[src/rtl/core_scheduler.sv]
// -----------------------------------------------------------------------------
// core_scheduler
//
// Per-core instruction sequencer. Steps one core through the instruction
// phases and broadcasts the phase on core_state to every thread's ALU, LSU
// and PC/NZP unit. Owns the single current_pc shared by all threads of the
// core. On each UPDATE it reloads current_pc from the next_pc lane of the
// lowest-numbered active thread. done rises when a RET retires and stays set
// until reset.
//
// Optional feature macro: PC_DIVERGE_CHECK_EN
//   defined   : in UPDATE every active next_pc lane is compared against the
//               selected lane; a mismatch sets sticky diverge_err and ends
//               the block in DONE.
//   undefined : diverge_err is tied low and no comparator is built.
//
// Parameters
//   THREADS         threads per core
//   PC_W            program counter width
//
// Ports
//   clk             core clock, all state changes on rising edge
//   reset           synchronous active-high reset, dominates all inputs
//   enable          low freezes every register
//   start           level, sampled only in IDLE
//   thread_mask     active threads, sampled continuously
//   fetch_valid     fetcher holds the instruction at current_pc
//   decoded_mem_rd  current instruction is LDR
//   decoded_mem_wr  current instruction is STR
//   decoded_ret     current instruction is RET
//   lsu_busy        per-thread LSU request outstanding
//   next_pc         per-thread next PC, lane t = [t*PC_W +: PC_W]
//   core_state      broadcast phase (encoding in the table below)
//   current_pc      shared program counter
//   fetch_req       high exactly while core_state is FETCH (combinational)
//   done            block finished, sticky until reset
//   diverge_err     active lanes disagreed on next_pc (macro builds only)
//
// State table
//   state    | code | meaning
//   IDLE     | 000  | waiting for start
//   FETCH    | 001  | requesting instruction at current_pc
//   DECODE   | 010  | decoder working on the fetched instruction
//   REQUEST  | 011  | LSUs sample decoded_mem_* and issue
//   WAIT     | 100  | holding until outstanding LSU traffic drains
//   EXECUTE  | 101  | ALUs compute; PC units capture next_pc at the end
//   UPDATE   | 110  | retire: reload current_pc or finish
//   DONE     | 111  | terminal until reset
// -----------------------------------------------------------------------------
module core_scheduler #(
  parameter int THREADS = 4,
  parameter int PC_W    = 8
) (
  input  logic                    clk,
  input  logic                    reset,
  input  logic                    enable,
  input  logic                    start,
  input  logic [THREADS-1:0]      thread_mask,
  input  logic                    fetch_valid,
  input  logic                    decoded_mem_rd,
  input  logic                    decoded_mem_wr,
  input  logic                    decoded_ret,
  input  logic [THREADS-1:0]      lsu_busy,
  input  logic [THREADS*PC_W-1:0] next_pc,
  output logic [2:0]              core_state,
  output logic [PC_W-1:0]         current_pc,
  output logic                    fetch_req,
  output logic                    done,
  output logic                    diverge_err
);

  typedef enum logic [2:0] {
    ST_IDLE    = 3'b000,
    ST_FETCH   = 3'b001,
    ST_DECODE  = 3'b010,
    ST_REQUEST = 3'b011,
    ST_WAIT    = 3'b100,
    ST_EXECUTE = 3'b101,
    ST_UPDATE  = 3'b110,
    ST_DONE    = 3'b111
  } state_t;

  state_t          state_q;
  state_t          state_d;
  logic [PC_W-1:0] pc_q;
  logic [PC_W-1:0] pc_d;
  logic            done_q;
  logic            done_d;

  logic            mask_any;
  logic            mem_op;
  logic            lsu_pending;
  logic [PC_W-1:0] sel_pc;
  logic            sel_found;
  logic            lanes_diverge;

  assign mask_any    = |thread_mask;
  assign mem_op      = decoded_mem_rd | decoded_mem_wr;
  // Busy bits of inactive threads must never hold the core in WAIT.
  assign lsu_pending = |(lsu_busy & thread_mask);

  // next_pc lane of the lowest-indexed active thread.
  always_comb begin
    sel_pc    = '0;
    sel_found = 1'b0;
    for (int t = 0; t < THREADS; t++) begin
      if (thread_mask[t] && !sel_found) begin
        sel_pc    = next_pc[t*PC_W +: PC_W];
        sel_found = 1'b1;
      end
    end
  end

`ifdef PC_DIVERGE_CHECK_EN
  logic div_q;

  always_comb begin
    lanes_diverge = 1'b0;
    for (int t = 0; t < THREADS; t++) begin
      if (thread_mask[t] && (next_pc[t*PC_W +: PC_W] != sel_pc)) begin
        lanes_diverge = 1'b1;
      end
    end
  end

  always_ff @(posedge clk) begin
    if (reset) begin
      div_q <= 1'b0;
    end else if (enable && (state_q == ST_UPDATE) && mask_any && lanes_diverge) begin
      div_q <= 1'b1;
    end
  end

  assign diverge_err = div_q;
`else
  assign lanes_diverge = 1'b0;
  assign diverge_err   = 1'b0;
`endif

  // State register, together with the registers the FSM owns.
  always_ff @(posedge clk) begin
    if (reset) begin
      state_q <= ST_IDLE;
      pc_q    <= '0;
      done_q  <= 1'b0;
    end else begin
      state_q <= state_d;
      pc_q    <= pc_d;
      done_q  <= done_d;
    end
  end

  // Next-state logic. With enable low everything holds its value.
  always_comb begin
    state_d = state_q;
    pc_d    = pc_q;
    done_d  = done_q;
    if (enable) begin
      case (state_q)
        ST_IDLE: begin
          if (start) begin
            if (mask_any) begin
              state_d = ST_FETCH;
              pc_d    = '0;
            end else begin
              // Nothing to run: finish immediately.
              state_d = ST_DONE;
              done_d  = 1'b1;
            end
          end
        end
        ST_FETCH: begin
          if (fetch_valid) begin
            state_d = ST_DECODE;
          end
        end
        ST_DECODE: begin
          state_d = ST_REQUEST;
        end
        ST_REQUEST: begin
          state_d = ST_WAIT;
        end
        ST_WAIT: begin
          if (!mem_op || !lsu_pending) begin
            state_d = ST_EXECUTE;
          end
        end
        ST_EXECUTE: begin
          state_d = ST_UPDATE;
        end
        ST_UPDATE: begin
          // Divergence outranks RET; in every finishing case the PC holds.
          if (!mask_any || lanes_diverge || decoded_ret) begin
            state_d = ST_DONE;
            done_d  = 1'b1;
          end else begin
            state_d = ST_FETCH;
            pc_d    = sel_pc;
          end
        end
        ST_DONE: begin
          state_d = ST_DONE;
        end
        default: begin
          state_d = ST_IDLE;
        end
      endcase
    end
  end

  // Outputs. fetch_req is the only output decoded straight from the state.
  always_comb begin
    core_state = state_q;
    current_pc = pc_q;
    done       = done_q;
    fetch_req  = (state_q == ST_FETCH);
  end

endmodule

[config.mk]
export PLATFORM = sky130hd
export DESIGN_NAME = core_scheduler
export DESIGN_NICKNAME = d
export VERILOG_FILES = /design/src/rtl/core_scheduler.sv
export SDC_FILE = /design/constraint.sdc
export NUM_CORES = 1
export LEC_CHECK = 0
export CELL_PAD_IN_SITES_DETAIL_PLACEMENT = 0
export CELL_PAD_IN_SITES_GLOBAL_PLACEMENT = 1
export CORE_MARGIN = 2
export CORE_UTILIZATION = 23
export CTS_CLUSTER_DIAMETER = 80
export DETAILED_ROUTE_END_ITERATION = 10
export PLACE_DENSITY_LB_ADDON = 0.12
export SKIP_LAST_GASP = 1
export SLEW_MARGIN = 15
export SYNTH_ARGS = -nofsm -noshare
export SYNTH_HDL_FRONTEND = slang
export SYNTH_SLANG_ARGS = --single-unit
[constraint.sdc]
create_clock -name clk -period 1.8 [get_ports clk]
set_input_delay 0.27 -clock clk [delete_from_list [all_inputs] [get_ports clk]]
set_output_delay 0.27 -clock clk [all_outputs]
set_load 0.01 [all_outputs]
==> flow_summary_export.csv <==
group,metric,value,unit
power,p_clk_frac,0.342,
clocking,cts_sinks,12,
final_layout,fin_area,1680,um^2
sta,min_period_over_period,0.961,
placement,io_buffer_count,60,
sta,max_freq,578,MHz
floorplan,fp.dieW,66.8,um
power,power_frac_comb,0.336,
synthesis,synth.distinct_cells,34,
synthesis,synth_top_area_cell,"dfxtp_1",
worst_setup_path,critical_path_class,"reg2out",
detailed_routing,ant_nets,0,
clocking,cts_max_level,1,
synthesis,synth_ff_type,"dfxtp_1",
synthesis,async_flop_share,0,
worst_setup_path,end_kind,"output port",
clocking,cts_hold_buf,0,
detailed_routing,drt-total-wl,3070,um
clocking,cts_tree,"built",
placement,dp.cells,226,
placement,place.gp.congestion,0.855,
synthesis,synth-seq-cells,12,
global_route,grt_pass1_vias,1036,
synthesis,synth_common_cells,"12 x dfxtp_1, 11 x nand2_1, 8 x a22oi_1, 8 x nor3b_1, 8 x o2bb2ai_1",
synthesis,postSynthCellCount,115,
synthesis,syn_area,908,um^2
sta,finalHoldViolCount,0,
floorplan,start_util,0.244,
clocking,cts_root_buf,"clkbuf_8",
clocking,cts_buffer_depth,2,
worst_setup_path,crit_arrival,1.46,ns
final_layout,antenna_cells,0,
floorplan,die_h,66.8,um
global_route,overflow,0,
sta,fin_skew,0.00368,ns
floorplan,ioPinCount,62,
synthesis,yosys-top-cells-area,"dfxtp_1 26%, o2bb2ai_1 7.7%, a22oi_1 6.6%, nor3b_1 6.6%, o31ai_1 5.8%",
sta,min_period,1.73,ns
sta,setup_tns,0,ns
placement,dp_hpwl,2530,um
clocking,numCtsBuffers,3,
outcome,status,"completed",
synthesis,synth.most_common_cell,"dfxtp_1",
sta,drv_slew,0,
worst_setup_path,slowest_stage,"clkdlybuf4s50_1",
clocking,clock_latency,0.24,ns
synthesis,synth_edf_count,0,
sta,setup_viol,0,
detailed_routing,drt_pass1_iterations,4,
final_layout,instances_no_fill,231,
detailed_routing,wire_per_inst,13.3,um
floorplan,rows,22,
power,power_switching,0.220,mW
worst_setup_path,start_kind,"flop",
floorplan,core_area,3720,um^2
worst_setup_path,crit_required,1.53,ns
synthesis,ys_warn_count,0,
synthesis,synth_nets,163,
final_layout,area_growth,85.1,%
synthesis,synth_top_area_frac,0.264,
global_route,antenna_found_initial,0,
final_layout,drive_gt1_frac,0.142,
power,seqPwrFrac,0.322,
synthesis,avgSynthCellArea,7.90,um^2
global_route,grt_first_pass_wirelength,4690,um
power,power.leakage,0.606,nW
power,power_switching_share,0.257,
floorplan,floorplan.die_area,4470,um^2
power,power_density,510,nW/um^2
worst_setup_path,crit_chain,"nor3_2 -> clkdlybuf4s50_1",
power,ir_worst_vdd,252,uV
power,p_int,0.638,mW
worst_setup_path,crit_fanout,10,
worst_hold_path,hold_path_class,"reg2reg",
worst_setup_path,max_stage_delay,0.57,ns
global_route,grt_usage,0.140,
run,drv_cap,0,
placement,dpl_cell_area,1610,um^2
synthesis,ys_seq_area_frac,0.264,
detailed_routing,viasPerCell,4.80,
final_layout,layout.nets,232,
detailed_routing,drt_iter0_drc,104,
detailed_routing,num_vias,1108,
global_route,grt_max_degree,18,
detailed_routing,drc,0,
final_layout,fin_util,0.453,
clocking,clk_pin_slew,0.05,ns
==> sequential cells by signal, indices dropped and copies added (netlist names) <==
signal      flops
done            1
current_pc      8
core_state      3
==> cell type report <==
type                       count  area (um^2)
inverter                       5         18.8
clock buffer                   4         55.1
fill                         386         2030
timing repair buffer          74          708
sequential                    12          240
tap                           48         60.1
multi-input combinational     88          599
==> power by group through the flow <==
stage	registers, mW	clock network (mW)	logic, mW
5_1_grt	0.277	0.313	0.314
6_report	0.277	0.293	0.288
3_3_place_gp	0.282	0	0.282
2_1_floorplan	0.281	0	0.119
4_1_cts	0.277	0.301	0.286
3_5_place_dp	0.282	0	0.284
==> critical path, delay by kind of cell (launching register included) <==
kind,cells,cell delay (ns)
buf+inv,1,0.57
flops,1,0.41
simple gates,1,0.24
==> path summary, 6_finish.rpt <==
path | from | endpoint | slack, ns | cells past startpoint
worst max-delay path | core_state[2] | fetch_req | 0.07 | 2
worst min-delay path | done | done | 0.46 | 2
worst max register to register | core_state[2] | current_pc[3] | 0.33 | 5
worst min register to register | done | done | 0.46 | 2
==> cells in the final DEF (no fill, tap or decap), types with 2 or more instances in the layout <==
| cell type | Yosys | routed |
|---|---|---|
| nor2b_1 | 7 | 7 |
| a22oi_1 | 8 | 8 |
| nand2_1 | 11 | 11 |
| nand3_1 | 3 | 3 |
| inv_1 | 4 | 4 |
| o2bb2ai_1 | 8 | 8 |
| nor3_1 | 6 | 5 |
| o21bai_1 | 2 | 2 |
| buf_4 | 1 | 14 |
| a211o_1 | 2 | 2 |
| clkbuf_8 | 0 | 4 |
| a21oi_1 | 6 | 6 |
| nor2_1 | 5 | 5 |
| o31ai_1 | 7 | 7 |
| dfxtp_1 | 12 | 12 |
| nor3b_1 | 8 | 8 |
| clkdlybuf4s50_1 | 0 | 59 |
==> through the flow <==
step	power (mW)	setup slack, ns	hold WS [ns]
global route	0.904	-0.000761	0.474
CTS	0.864	0.0462	0.459
global placement	0.563	-0.101	0.438
detailed placement	0.566	-0.147	0.450
floorplan	0.399	0.340	0.339
finish	0.858	0.0710	0.456
==> logic make-up (layout without fill, tap and decap cells) <==
kind of cell | count (synthesis) | in the layout | share of synthesized area
AO/OA/AOI/OAI | 43 | 43 | 0.371
buffers and inverters | 15 | 83 | 0.0813
flip-flops | 12 | 12 | 0.264
other | 1 | 1 | 0.00413
AND/OR/NAND/NOR | 44 | 44 | 0.280
==> layer usage <==
layer	global-route usage	up-vias	routed length (um)
li1	-	571	-
met1	0.207	485	1440
met2	0.200	47	1390
met3	0.0152	5	191
met4	0.0612	0	51
met5	0	-	0
==> what timing repair did <==
action                                  4_1_cts  5_1_grt
pin swaps                                     0        2
buffers inserted                              0        1
gates resized for setup                       1        1
endpoints found under the setup margin        1        4
cloned                                        0        0
hold endpoints to repair                      0        0
Power figures use the tool's default switching activity.
